==> config.mk <==
export PLATFORM = sky130hd
export DESIGN_NAME = row_driver
export DESIGN_NICKNAME = d
export VERILOG_FILES = /design/src/rtl/row_driver.sv
export SDC_FILE = /design/constraint.sdc
export NUM_CORES = 1
export LEC_CHECK = 0
export ABC_CLOCK_PERIOD_IN_PS = 3400
export CELL_PAD_IN_SITES_DETAIL_PLACEMENT = 1
export CELL_PAD_IN_SITES_GLOBAL_PLACEMENT = 1
export CORE_MARGIN = 2
export CORE_UTILIZATION = 46
export DETAILED_ROUTE_END_ITERATION = 10
export MAX_ROUTING_LAYER = met4
export PLACE_DENSITY_LB_ADDON = 0.1
export SYNTH_ARGS = -nofsm -noshare
export SYNTH_HDL_FRONTEND = slang
export SYNTH_SLANG_ARGS = --single-unit
export TNS_END_PERCENT = 5
==> constraint.sdc <==
create_clock -name clock_i -period 3.4 [get_ports clock_i]
set_input_delay 0.34 -clock clock_i [delete_from_list [all_inputs] [get_ports clock_i]]
set_output_delay 0.34 -clock clock_i [all_outputs]
set_load 0.01 [all_outputs]
==> src/rtl/row_driver.sv <==
// row_driver: LED-matrix row drive with column blanking and double-buffered frames; define BRIGHTNESS_PWM_EN for PWM dimming
module row_driver #(
  parameter int ROWS         = 7,
  parameter int BLANK_CYCLES = 2
`ifdef BRIGHTNESS_PWM_EN
  ,
  parameter int PWM_BITS     = 4
`endif
) (
  input  logic                clock_i,
  input  logic                reset_i,
  input  logic [2:0]          col_i,
  input  logic                wr_valid_i,
  output logic                wr_ready_o,
  input  logic [1:0]          wr_col_i,
  input  logic [ROWS-1:0]     wr_rows_i,
  input  logic                commit_i,
  output logic [ROWS-1:0]     row_o,
  output logic                frame_start_o,
  output logic                col_error_o
`ifdef BRIGHTNESS_PWM_EN
  ,
  input  logic [PWM_BITS-1:0] brightness_i
`endif
);
  localparam int CW = $clog2(BLANK_CYCLES + 2);
  typedef enum logic [1:0] {BLANK, DRIVE, FAULT} state_t;
  state_t          state_q;
  logic [CW-1:0]   cnt_q;
  logic [2:0]      col_q;
  logic [ROWS-1:0] row_q;
  logic            fs_q;
  logic            err_q;
  logic            pending_q;
  logic [ROWS-1:0] front_q [0:2];
  logic [ROWS-1:0] back_q [0:2];
  logic            onehot_d;
  logic            change_d;
  logic [1:0]      idx_d;
  logic            fs_d;
  logic            pending_d;
  logic [ROWS-1:0] drive_d;
`ifdef BRIGHTNESS_PWM_EN
  logic [PWM_BITS-1:0] pwm_q;
  always_ff @(posedge clock_i)
    pwm_q <= reset_i ? '0 : pwm_q + PWM_BITS'(1);
`endif
  always_comb begin
    onehot_d  = $onehot(col_i);
    change_d  = col_i != col_q;
    idx_d     = col_i[2] ? 2'd0 : col_i[1] ? 2'd1 : 2'd2;
    fs_d      = onehot_d && change_d && col_i[2] && state_q != FAULT;
    pending_d = pending_q ? !fs_d : commit_i;
`ifdef BRIGHTNESS_PWM_EN
    drive_d   = front_q[idx_d] & {ROWS{pwm_q < brightness_i}};
`else
    drive_d   = front_q[idx_d];
`endif
  end
  always_ff @(posedge clock_i) begin
    if (reset_i) begin
      state_q <= BLANK;
      cnt_q   <= CW'(BLANK_CYCLES);
      col_q   <= 3'b100;
      row_q   <= '0;
      fs_q    <= 1'b0;
      err_q   <= 1'b0;
    end else begin
      col_q <= col_i;
      fs_q  <= fs_d;
      if (!onehot_d) begin
        state_q <= FAULT;
        row_q   <= '0;
        err_q   <= 1'b1;
      end else if (change_d || state_q == FAULT) begin
        state_q <= BLANK;
        cnt_q   <= CW'(BLANK_CYCLES);
        row_q   <= '0;
        err_q   <= 1'b0;
      end else if (state_q == BLANK) begin
        state_q <= cnt_q == '0 ? DRIVE : BLANK;
        cnt_q   <= cnt_q == '0 ? cnt_q : cnt_q - CW'(1);
        row_q   <= cnt_q == '0 ? drive_d : '0;
      end else begin
        row_q <= drive_d;
      end
    end
  end
  // writes are blocked while pending, so a copy never races a write
  always_ff @(posedge clock_i) begin
    if (reset_i) begin
      pending_q <= 1'b0;
      for (int i = 0; i < 3; i++) begin
        front_q[i] <= '0;
        back_q[i]  <= '0;
      end
    end else begin
      pending_q <= pending_d;
      if (wr_valid_i && !pending_q && wr_col_i != 2'd3) back_q[wr_col_i] <= wr_rows_i;
      if (fs_d && pending_q)
        for (int i = 0; i < 3; i++) front_q[i] <= back_q[i];
    end
  end
  assign wr_ready_o    = !pending_q;
  assign row_o         = row_q;
  assign frame_start_o = fs_q;
  assign col_error_o   = err_q;
endmodule

==> results.json <==
{
  "synth_cells": 180,
  "required_ps": 3370,
  "cts_num_sinks": 59,
  "ys_seq_elements": 59,
  "highest_layer": "met4",
  "dpl_worst_slack_ps": 411,
  "vdd_ir_drop_max_uv": 221,
  "rows": 26,
  "drive_gt1_share_pct": 13.0,
  "crit_slowest_cell": "fa_1",
  "reg2reg_to": "front_q[2][0]$_SDFFCE_PN0P_",
  "cts_hold_buf": 0,
  "syn_avg_cell_area_um2": 13.7,
  "setup_ws_ps": 756,
  "cts_tree": "built",
  "synth_area_mm2": 0.00247,
  "reg2reg_depth": 3,
  "die_area_mm2": 0.00596,
  "crit_path_end": "front_q[1][2]$_SDFFCE_PN0P_",
  "pin_count": 26,
  "wl_per_cell_um": 15.6,
  "setup.worst_path.end_class": "flop",
  "postRouteAntennaNets": 0,
  "synth.yosys.seq_area_share_pct": 64.9,
  "die_y_um": 77.2,
  "worstPathCellList": "clkdlybuf4s50_1 -> inv_1 -> fa_1 -> nand3b_1 -> a311oi_2 -> a21o_2",
  "fmaxAchievable_mhz": 378,
  "powerDensity_mw_per_mm2": 491,
  "hold_viol": 0,
  "num_vias": 1447,
  "fin_setup_tns_ps": 0,
  "numPortBuffers": 25,
  "grt_pass1_vias": 1601,
  "grt_max_degree": 24,
  "cp-startpoint": "col_i[2]",
  "startpoint_type": "primary input",
  "critPathKind": "in2reg",
  "postCtsSetupRepairBufs": 0,
  "num_antenna_cells": 0,
  "fin_nets": 228,
  "drv_cap": 0,
  "cts_buffer_depth": 2,
  "wl_met1_um": 1950,
  "worst-r2r-setup-slack_ps": 1660,
  "clock_latency_ps": 330,
  "wl_um": 4460,
  "grt_overflow": 0,
  "clock_skew_ps": 7.91,
  "h-tree-depth": 3,
  "power_leakage_uw": 0.00117,
  "rsz0062_at_grt": "false",
  "synth_most_common_cell": "edfxtp_1",
  "core-area_mm2": 0.00514,
  "antenna_found_initial": 0,
  "synthFlopType": "edfxtp_1",
  "drc_errors": 0,
  "syn2layout_area_growth_pct": 18.4,
  "crit-reg2reg-launch": "pending_q$_SDFF_PP0_",
  "start_util_pct": 48.0,
  "hp-class": "reg2reg",
  "yosys_warnings": 0,
  "period_needed_ps": 2640,
  "path_max_fanout": 21,
  "grt.total_usage_pct": 17.7,
  "synth.top_cell.area_share_pct": 51.1,
  "syn-num-nets": 198,
  "grt_pass1_wl_um": 7780,
  "synth_async_sr_flop_share_pct": 0,
  "slew_viol_final": 0,
  "met2RoutedLength_um": 2180,
  "synth_edf_count": 42,
  "synth.distinct_cells": 36,
  "synth_area_leader_cell": "edfxtp_1",
  "synth_area_leaders": "edfxtp_1, dfxtp_1, and3_1",
  "cp.arrival_ps": 2620,
  "finalSetupViolations": 0,
  "clkSlewWorstSetupHoldPaths_ps": 60,
  "post_cts_resized": 0,
  "dr.pass1.iters": 4,
  "max_stage_delay_ps": 550,
  "die_width_um": 77.2,
  "dp_hpwl_um": 3240,
  "cts-root-buf": "clkbuf_8",
  "tightest_slew_ps": 904,
  "cts_made_buffers": 9,
  "synth_commonest_cells": "edfxtp_1, and3_1, dfxtp_1",
  "vias_per_cell": 5.08,
  "outcome": "finished clean",
  "place.gp.congestion": 0.803,
  "finalCritPeriodShare_pct": 77.8,
  "route.met3.wl_um": 179,
  "slew_headroom_pct": 39.5,
  "dr.first_iter.drc_count": 42
}
[layout make-up]
| type | count | area [µm²] |
|---|---|---|
| Timing Repair Buffer | 27 | 265 |
| Sequential cell | 59 | 1600 |
| Multi-Input combinational cell | 107 | 788 |
| Fill cell | 562 | 2220 |
| Clock inverter | 3 | 15.0 |
| Clock buffer | 13 | 139 |
| Inverter | 6 | 22.5 |
| Tap cell | 70 | 87.6 |
[sequential cells by signal (all words and copies together), names as in the netlist]
signal / count
back_q: 21
front_q: 21
state_q: 2
pending_q: 1
frame_start_o: 1
col_error_o: 1
cnt_q: 2
row_o: 7
col_q: 3
[critical path: cells and delay by family]
family	cells	cell delay, ps
AO/OA/AOI/OAI	2	700
buffers and inverters	2	810
adder cells (fa/ha/maj)	1	550
AND/OR/NAND/NOR	1	200
[cell families after synthesis]
| family | after synthesis | share of synthesized area (%) |
|---|---|---|
| compound gates | 16 | 5.43 |
| xor+xnor | 3 | 1.83 |
| fa+ha+maj | 2 | 1.32 |
| buf+inv | 14 | 3.09 |
| flops | 59 | 64.9 |
| mux | 9 | 3.65 |
| simple gates | 77 | 19.7 |
[through the flow]
stage	hold slack, ps	area (µm²)	total power, µW	utilization (%)	instances
after global routing	560	2920	1500	56.8	285
final	494	2920	1430	56.8	285
after CTS	503	2920	1450	56.8	285
after detailed placement	485	2770	939	53.8	269
after floorplan	447	2470	893	-	180
after global placement	474	2770	931	53.8	269
[worst min-delay path by stage]
stage	startpoint	slack [ps]	cells past startpoint	to
4_1_cts	col_error_o$_SDFFE_PP0P_	500	2	col_error_o$_SDFFE_PP0P_
6_report	col_error_o$_SDFFE_PP0P_	490	2	col_error_o$_SDFFE_PP0P_
3_5_place_dp	col_error_o$_SDFFE_PP0P_	480	2	col_error_o$_SDFFE_PP0P_
3_3_place_gp	col_error_o$_SDFFE_PP0P_	470	2	col_error_o$_SDFFE_PP0P_
2_1_floorplan	col_i[2]	450	1	col_q[2]$_SDFF_PP1_
5_1_grt	state_q[1]$_SDFFE_PP0P_	560	2	state_q[1]$_SDFFE_PP0P_
[power by group]
part	leakage, µW	total [µW]	internal [µW]	switching, µW
logic	0.000516	112	50.6	61.2
clock network	0.0000812	512	261	250
registers	0.000575	810	799	11.9
[metal layers]
layer  track usage [%]  vias to the layer above
li1                  -                      720
met1              20.2                      681
met2              27.9                       35
met3              3.76                       11
met4              12.0                        0
met5                 -                        -
[placed cells by master, fill, tap and decap left out, drive strengths merged, types with 3 or more instances in the layout]
| master | count |
|---|---|
| nor2 | 13 |
| edfxtp | 42 |
| mux2i | 9 |
| and3 | 28 |
| a2111oi | 7 |
| dfxtp | 17 |
| or2 | 3 |
| nand2b | 5 |
| xnor2 | 3 |
| clkdlybuf4s50 | 25 |
| inv | 6 |
| clkbuf | 13 |
| clkinv | 3 |
| nor4b | 3 |
| nand2 | 3 |
| and2 | 14 |
Power figures use the tool's default switching activity.
